--- src/rtl/wisc_pkg.sv ---
`default_nettype none
// ============================================================================
//  Module      : wisc_pkg
//  Description : Shared fetch/decode definitions: word width, halt opcode
//                and the {pc, instr} entry carried by the IF/ID queue.
//  Revision    : 1.0  initial release
// ============================================================================
package wisc_pkg;

    localparam int         WORD_W  = 16;
    localparam logic [3:0] OPC_HLT = 4'hF;

    typedef struct packed {
        logic [WORD_W-1:0] pc;
        logic [WORD_W-1:0] instr;
    } fetch_entry_t;

endpackage
`default_nettype wire

--- src/rtl/ifq_ptr.sv ---
`default_nettype none
// ============================================================================
//  Module      : ifq_ptr
//  Description : Wrapping queue pointer with increment and synchronous clear.
//                Counts 0..DEPTH-1 and returns to 0. Clear beats increment.
//  Revision    : 1.0  initial release
// ============================================================================
module ifq_ptr #(
    parameter int DEPTH = 4
) (
    input  wire logic                     clk,
    input  wire logic                     rst,      // synchronous, active-low
    input  wire logic                     i_inc,
    input  wire logic                     i_clr,
    output logic [$clog2(DEPTH)-1:0]      o_ptr
);

    localparam int                c_PTR_W = $clog2(DEPTH);
    localparam logic [c_PTR_W-1:0] c_LAST = c_PTR_W'(DEPTH - 1);

    logic [c_PTR_W-1:0] r_ptr_q;
    logic [c_PTR_W-1:0] w_ptr_d;

    // Next pointer: clear to zero, else step with wrap at the last slot
    always_comb begin
        w_ptr_d = r_ptr_q;
        if (i_clr) begin
            w_ptr_d = '0;
        end else if (i_inc) begin
            w_ptr_d = (r_ptr_q == c_LAST) ? '0 : r_ptr_q + 1'b1;
        end
    end

    // Pointer register with synchronous active-low reset
    always_ff @(posedge clk) begin
        if (!rst) begin
            r_ptr_q <= '0;
        end else begin
            r_ptr_q <= w_ptr_d;
        end
    end

    assign o_ptr = r_ptr_q;

endmodule
`default_nettype wire

--- src/rtl/if_id_queue.sv ---
`default_nettype none
// ============================================================================
//  Module      : if_id_queue
//  Description : DEPTH-entry FIFO of {pc, instr} between fetch and decode.
//                No bypass: a pushed entry appears at the outputs the cycle
//                after the push. Flush empties the queue in one cycle.
//                Optional macro IFQ_HALT_DETECT_EN: a pushed HLT opcode sets
//                a sticky halt that blocks further pushes until flush/reset.
//  Revision    : 1.0  initial release
// ============================================================================
module if_id_queue
    import wisc_pkg::*;
#(
    parameter int DEPTH = 4
) (
    input  wire logic                  clk,
    input  wire logic                  rst,          // synchronous, active-low
    input  wire logic                  in_valid,
    output logic                       in_ready,
    input  wire logic [15:0]           in_pc,
    input  wire logic [15:0]           in_instr,
    output logic                       out_valid,
    input  wire logic                  out_ready,
    output logic [15:0]                out_pc,
    output logic [15:0]                out_pc_plus2,
    output logic [15:0]                out_instr,
    input  wire logic                  flush,
    output logic [$clog2(DEPTH):0]     count,
    output logic                       halted
);

    localparam int                 c_PTR_W = $clog2(DEPTH);
    localparam int                 c_CNT_W = $clog2(DEPTH) + 1;
    localparam logic [c_CNT_W-1:0] c_FULL  = c_CNT_W'(DEPTH);

    fetch_entry_t        r_mem_q [DEPTH];
    fetch_entry_t        w_mem_d [DEPTH];
    logic [c_CNT_W-1:0]  r_count_q;
    logic [c_CNT_W-1:0]  w_count_d;
    logic [c_PTR_W-1:0]  w_wr_ptr;
    logic [c_PTR_W-1:0]  w_rd_ptr;
    logic                w_push;
    logic                w_pop;
    logic                w_halted;
    fetch_entry_t        w_head;

    // Handshakes: flush suppresses both sides; full queue never pops through
    assign in_ready  = (r_count_q != c_FULL) && !flush && !w_halted;
    assign out_valid = (r_count_q != '0);
    assign w_push    = in_valid && in_ready;
    assign w_pop     = out_valid && out_ready && !flush;

    ifq_ptr #(.DEPTH(DEPTH)) u_wr_ptr (
        .clk   (clk),
        .rst   (rst),
        .i_inc (w_push),
        .i_clr (flush),
        .o_ptr (w_wr_ptr)
    );

    ifq_ptr #(.DEPTH(DEPTH)) u_rd_ptr (
        .clk   (clk),
        .rst   (rst),
        .i_inc (w_pop),
        .i_clr (flush),
        .o_ptr (w_rd_ptr)
    );

    // Storage next-state: only the slot under the write pointer changes
    always_comb begin
        for (int i = 0; i < DEPTH; i++) begin
            w_mem_d[i] = r_mem_q[i];
        end
        if (w_push) begin
            w_mem_d[w_wr_ptr] = '{pc: in_pc, instr: in_instr};
        end
    end

    // Storage registers, cleared on reset so no unknowns ever reach the head
    always_ff @(posedge clk) begin
        if (!rst) begin
            for (int i = 0; i < DEPTH; i++) begin
                r_mem_q[i] <= '0;
            end
        end else begin
            for (int i = 0; i < DEPTH; i++) begin
                r_mem_q[i] <= w_mem_d[i];
            end
        end
    end

    // Occupancy: flush empties, push+pop together leaves it unchanged
    always_comb begin
        w_count_d = r_count_q;
        if (flush) begin
            w_count_d = '0;
        end else if (w_push && !w_pop) begin
            w_count_d = r_count_q + 1'b1;
        end else if (!w_push && w_pop) begin
            w_count_d = r_count_q - 1'b1;
        end
    end

    // Occupancy register
    always_ff @(posedge clk) begin
        if (!rst) begin
            r_count_q <= '0;
        end else begin
            r_count_q <= w_count_d;
        end
    end

`ifdef IFQ_HALT_DETECT_EN
    logic r_halted_q;
    logic w_halted_d;

    // Halt latch: set by an accepted HLT opcode, cleared only by flush
    always_comb begin
        w_halted_d = r_halted_q;
        if (flush) begin
            w_halted_d = 1'b0;
        end else if (w_push && (in_instr[15:12] == OPC_HLT)) begin
            w_halted_d = 1'b1;
        end
    end

    // Halt register
    always_ff @(posedge clk) begin
        if (!rst) begin
            r_halted_q <= 1'b0;
        end else begin
            r_halted_q <= w_halted_d;
        end
    end

    assign w_halted = r_halted_q;
`else
    assign w_halted = 1'b0;
`endif

    // Head entry is forced to zero when the queue is empty
    assign w_head       = r_mem_q[w_rd_ptr];
    assign out_pc       = out_valid ? w_head.pc    : 16'h0000;
    assign out_instr    = out_valid ? w_head.instr : 16'h0000;
    assign out_pc_plus2 = out_pc + 16'd2;
    assign count        = r_count_q;
    assign halted       = w_halted;

endmodule
`default_nettype wire

--- config.mk ---
export PLATFORM = sky130hd
export DESIGN_NAME = if_id_queue
export DESIGN_NICKNAME = d
export VERILOG_FILES = /design/src/rtl/wisc_pkg.sv /design/src/rtl/ifq_ptr.sv /design/src/rtl/if_id_queue.sv
export SDC_FILE = /design/constraint.sdc
export NUM_CORES = 1
export LEC_CHECK = 0
export CORE_MARGIN = 4
export CORE_UTILIZATION = 59
export CTS_CLUSTER_DIAMETER = 80
export DETAILED_ROUTE_END_ITERATION = 6
export MAX_ROUTING_LAYER = met4
export PLACE_DENSITY = 0.85
export SYNTH_ARGS = -nofsm -noshare
export SYNTH_HDL_FRONTEND = slang
export SYNTH_SLANG_ARGS = --single-unit
--- constraint.sdc ---
create_clock -name clk -period 5.95 [get_ports clk]
set_input_delay 0.595 -clock clk [delete_from_list [all_inputs] [get_ports clk]]
set_output_delay 0.595 -clock clk [all_outputs]
set_load 0.01 [all_outputs]
==> results.json, run 1 <==
{
  "crit_slowest_cell": "nor3_1",
  "start_kind": "register",
  "core_um2": 10900,
  "ir_worst_vdd_v": 0.000253,
  "cts_sinks": 137,
  "final_cell_mix": "278 x nand2_1, 135 x dfxtp_1, 128 x a21boi_0, 88 x clkdlybuf4s50_1, 29 x and2_1",
  "max_cap_viol_count": 0,
  "cts_resized": 0,
  "antenna_left": 0,
  "p_int_mw": 1.68,
  "vias": 5561,
  "hpwlAfterDp_um": 9990,
  "synth_area_leader_cell": "dfxtp_1",
  "clk_latency_ns": 0.52,
  "fin_crit_sh": 0.807,
  "synth_fp_nets": 798,
  "rows": 38,
  "clk_pin_slew_worst_paths_ns": 0.06,
  "status": "finished clean",
  "nets": 860,
  "setup_viol": 0,
  "ys_top_cells_by_area": "dfxtp_1 42%, nand2_1 16%, a21boi_0 15%, mux4_2 7.2%, mux4_1 4.4%",
  "layout_commonest_cell": "nand2_1",
  "cp_cell_sequence": "nor3_1 -> inv_1 -> and2_1 -> ha_1 -> nand2b_1 -> o22ai_1 -> nand3b_1 -> nor4_1 -> xor2_1 -> clkdlybuf4s50_1",
  "cts_buffers": 17,
  "hold_violations": 0,
  "slew_headroom": 0.225,
  "synth.top_cell.area_share": 0.416,
  "drt-wirelength-per-cell_um": 17.5,
  "die_area_um2": 12900,
  "initial_core_util": 0.605,
  "synth_cells": 753,
  "cts-htree-levels": 4,
  "design.portCount": 91,
  "cp.arrival_ns": 4.21,
  "setup-tns-final_ns": 0,
  "cts_max_path_buffers": 2,
  "grt_pass1_vias": 5695,
  "layout-drive-gt1-share": 0.0835,
  "power_density_nw_per_um2": 268,
  "period_needed_ns": 4.80,
  "first_iter_violations": 413,
  "worst_setup_path_end_kind": "output pin",
  "worst_ep_required_time_ns": 5.36,
  "hold_buffers": 0,
  "grt_pass1_wl_um": 27300,
  "syn_area_um2": 6590,
  "worstHoldPathType": "register to register",
  "drv_slew": 0,
  "die_w_um": 114,
  "clockPowerShare": 0.489,
  "rsz0062_at_grt": "no",
  "leakagePower_nw": 2.73,
  "fmax_mhz": 208,
  "ys_seq_area_frac": 0.416,
  "io_buffers": 89,
  "holdWs_ns": 0.462,
  "synth_area_per_cell_um2": 8.76,
  "finalClockSkew_ns": 0.00973,
  "path_class": "register to output pin",
  "cts-root-buf": "clkbuf_8",
  "yosysWarnings": 0,
  "antenna_found_initial": 0,
  "p_sw_mw": 0.482,
  "cts_tree": "yes",
  "comb_power_share": 0.076,
  "cp_max_fo": 33,
  "critPathMaxStageDelay_ns": 0.75,
  "vias_per_cell": 5.76,
  "pwr-share-seq": 0.436,
  "grt_max_degree": 69,
  "die_h_um": 114,
  "place.gp.congestion": 0.822,
  "ys_types": 37,
  "worst_pin_slew_ns": 1.16,
  "grtUsageTotal": 0.274,
  "diodes": 0,
  "gr-total-overflow": 0,
  "first_pass_iters": 5,
  "synth-seq-cells": 137,
  "area_growth_syn_to_layout_pct": 22.6,
  "cts_setup_buffers": 0,
  "drcViolationCount": 0,
  "drt_wl_total_um": 16900,
  "swShare": 0.223
}
-- synthesized netlist by cell type --
library cell	number
nand2_1	278
dfxtp_1	137
a21boi_0	128
clkbuf_1	46
and2_1	29
mux4_2	21
nor2_1	14
inv_1	12
mux4_1	11
mux2i_1	9
xnor2_1	8
ha_1	7
xor2_1	7
buf_2	6
nand3_1	5
a21oi_1	4
buf_4	3
nor3_1	3
a211oi_1	2
nand2b_1	2
nand3b_1	2
nor2b_1	2
nor3_2	2
o21ai_0	2
a211o_1	1
buf_6	1
buf_8	1
conb_1	1
fa_1	1
nand4bb_1	1
nor3b_2	1
nor4_1	1
o22ai_1	1
or2_2	1
or3_1	1
or4_1	1
or4b_1	1
-- power groups by stage --
| stage | registers [mW] | logic [mW] | clock network, mW |
|---|---|---|---|
| 2_1_floorplan | 0.959 | 0.0894 | 0 |
| 3_5_place_dp | 0.963 | 0.161 | 0 |
| 6_report | 0.944 | 0.164 | 1.06 |
| 5_1_grt | 0.945 | 0.177 | 1.11 |
| 3_3_place_gp | 0.962 | 0.157 | 0 |
| 4_1_cts | 0.943 | 0.163 | 1.07 |
-- worst max-delay path: cells and delay by family, from the launching register on --
| family | cells | cell delay [ns] |
|---|---|---|
| and+or+nand+nor | 5 | 1.55 |
| xor gates and xnor gates | 1 | 0.13 |
| adders and majority gates | 1 | 0.22 |
| DFF | 1 | 0.37 |
| buffers and inverters | 2 | 1.29 |
| AOI/OAI and AO/OA | 1 | 0.12 |
-- cell families after synthesis --
group                    Yosys count  synth area share
XOR/XNOR                          15            0.0199
buffers and inverters             69            0.0450
adder cells (fa/ha/maj)            8            0.0163
AND/OR/NAND/NOR                  344             0.218
multiplexers                      41             0.129
AO/OA/AOI/OAI                    138             0.155
other                              1          0.000569
flip-flops                       137             0.416
-- flip-flops by register name, summed over array words and instances (netlist names), named ones only --
signal          flops
count               3
u_rd_ptr.o_ptr      2
u_wr_ptr.o_ptr      2
r_mem_q           128
-- per-stage QoR --
stage | utilization | cells | instance area, um^2 | power [mW] | setup slack (ns)
global placement | 0.688 | 936 | 7490 | 1.12 | 1.73
finish | 0.742 | 966 | 8080 | 2.17 | 1.15
CTS | 0.742 | 966 | 8080 | 2.17 | 1.14
floorplan | - | 753 | 6590 | 1.05 | 2.87
global route | 0.742 | 966 | 8080 | 2.23 | 0.780
detailed placement | 0.688 | 936 | 7490 | 1.12 | 1.74
-- final cells by class --
class	count	area, um^2
clock buffers	17	414
multi-input cells	547	3550
inverters	12	45.0
clock inverters	13	180
fillers	766	2810
flip-flops and latches	137	2750
well taps	140	175
repair buffers	100	968
-- final timing paths --
check / from / to / slack, ns / cells after the start
worst max-delay path: count[0] / out_pc_plus2[11] / 1.15 / 10
worst min-delay path: r_mem_q[3][18] / r_mem_q[3][18] / 0.46 / 2
worst max register to register: count[0] / count[2] / 2.33 / 10
worst min register to register: r_mem_q[3][18] / r_mem_q[3][18] / 0.46 / 2
-- layer usage --
layer  track usage  vias to the layer above  routed length [um]
met3        0.0541                       39                1310
met5             -                        -                   0
met4         0.121                        0                 342
met2         0.460                      274                8560
met1         0.320                     2620                6710
li1              -                     2628                   -
Power figures use the tool's default switching activity.
==> run 2: changes to the inputs <==
Settings changed: CORE_UTILIZATION 59 to 55, PLACE_DENSITY 0.85 to 0.8.
Clock period 5.95 ns to 5.05 ns, I/O delays scaled along.
==> run 2 against run 1 <==
  * Wire length rose by 0.76%
  * Final cell count up 0.72%
  * Global-route usage fell by 1.8 points
  * Sequential power rose by 18%
  * Clock power rose by 19%
  * Critical path depth shrank 1
  * Flip-flop and latch count stayed put
  * Clock-buffer cell count rose by 3
  * Sequential share of layout area decreased by 0.19 points
  * Cell area rose by 0.56%
  * Register-to-register slack better by 0.07 ns
  * Largest power group unchanged
==> results.json, run 2 (synthesis results as in run 1) <==
{
  "status": "finished clean",
  "crit_slowest_cell": "dfxtp_2",
  "routed-wl-met3_um": 1180,
  "largest_register_ffs": 128,
  "max_cap_viol_count": 0,
  "period_needed_ns": 4.26,
  "ir_worst_vdd_v": 0.000248,
  "hold_violations": 0,
  "worst_ep_required_time_ns": 4.55,
  "rows": 39,
  "cts_setup_buffers": 0,
  "first_pass_iters": 5,
  "cts-root-buf": "clkbuf_16",
  "drt-wirelength-per-cell_um": 17.5,
  "diodes": 0,
  "fmax_mhz": 235,
  "io_buffers": 89,
  "hpwlAfterDp_um": 10600,
  "area_growth_syn_to_layout_pct": 23.3,
  "design.portCount": 91,
  "final_cell_mix": "278 x nand2_1, 135 x dfxtp_1, 128 x a21boi_0, 88 x clkdlybuf4s50_1, 29 x and2_1",
  "cts_max_path_buffers": 2,
  "critPathMaxStageDelay_ns": 0.87,
  "cts_tree": "yes",
  "holdCritStartpoint": "r_mem_q[0][15]",
  "reg2reg_from": "count[2]",
  "slew_headroom": 0.382,
  "drt_wl_total_um": 17000,
  "dp.cells": 942,
  "drv_slew": 0,
  "cp.arrival_ns": 3.76,
  "grtUsageTotal": 0.256,
  "start_kind": "register",
  "crit_family": "flip-flops",
  "die_area_um2": 13800,
  "grt_max_degree": 69,
  "hold_buffers": 0,
  "cp_max_fo": 25,
  "cp_cell_sequence": "mux4_1 -> and2_1 -> ha_1 -> nand2_1 -> o22ai_1 -> nand3b_1 -> nor4_1 -> xor2_1 -> clkdlybuf4s50_1",
  "path_buf_inv": 1,
  "cts-htree-levels": 4,
  "cts_buffers": 17,
  "grt_pass1_wl_um": 28100,
  "setup-tns-final_ns": 0,
  "die_h_um": 117,
  "fin_crit_sh": 0.844,
  "worst_setup_path_end_kind": "output pin",
  "nets": 863,
  "first_iter_violations": 360,
  "place_ws_ns": 1.27,
  "cts_resized": 0,
  "vias": 5625,
  "clk_pin_slew_worst_paths_ns": 0.06,
  "clk_latency_ns": 0.41,
  "holdWs_ns": 0.464,
  "cts_sinks": 137,
  "core_um2": 11600,
  "layout-drive-gt1-share": 0.0880,
  "place.gp.congestion": 0.821,
  "antenna_found_initial": 0,
  "drcViolationCount": 0,
  "top_layer_used": "met4",
  "layout_commonest_cell": "nand2_1",
  "power_density_nw_per_um2": 316,
  "path_class": "register to output pin",
  "setup_viol": 0,
  "worstHoldPathType": "register to register",
  "die_w_um": 117,
  "top_register": "r_mem_q",
  "antenna_left": 0,
  "initial_core_util": 0.570,
  "stdcell_count": 973,
  "m1WireLength_um": 6750,
  "wl_met2_um": 8780,
  "vias_per_cell": 5.78,
  "leakagePower_nw": 2.75,
  "setup_slack_ns": 0.790,
  "worst_pin_slew_ns": 0.927,
  "gr-total-overflow": 0,
  "rsz0062_at_grt": "no",
  "grt_pass1_vias": 5924,
  "finalClockSkew_ns": 0.00616
}
[run 2: worst paths after layout]
check / depth (start not counted) / end / slack (ns)
hold reg to reg: 2 / r_mem_q[0][15] / 0.46
setup / recovery: 9 / out_pc_plus2[11] / 0.79
hold / removal: 2 / r_mem_q[0][15] / 0.46
setup reg to reg: 12 / count[2] / 2.40
[run 2: metrics by stage]
| stage | area [um^2] | util | power [mW] |
|---|---|---|---|
| global placement | 7510 | 0.650 | 1.32 |
| global route | 8130 | 0.703 | 2.66 |
| finish | 8130 | 0.703 | 2.57 |
| detailed placement | 7510 | 0.650 | 1.33 |
| floorplan | 6590 | - | 1.24 |
| CTS | 8130 | 0.703 | 2.58 |
[run 2: worst reg2reg max path: cells and delay by family, from the launching register on]
family / cells / cell delay [ns]
simple gates: 4 / 0.82
fa+ha+maj: 2 / 0.54
flops: 1 / 0.36
buf+inv: 4 / 0.58
compound gates: 1 / 0.13
xor+xnor: 1 / 0.15
[run 2: final cells by class]
class	instances	area, um^2
multi-input combinational	547	3550
fill	875	3440
sequential	137	2750
timing repair buffer	103	991
clock buffer	20	467
tap	143	179
clock inverter	11	146
inverter	12	45.0
[run 2: where the power goes]
group,internal (mW),switching [mW],total [mW]
combinational,0.0960,0.101,0.197
sequential,1.10,0.0134,1.11
clock,0.811,0.447,1.26
total,2.01,0.561,2.57
[run 2: layer usage]
| metal | track usage | vias to the layer above |
|---|---|---|
| met5 | - | - |
| met4 | 0.0930 | 0 |
| met2 | 0.461 | 234 |
| met3 | 0.0529 | 37 |
| li1 | - | 2634 |
| met1 | 0.281 | 2720 |
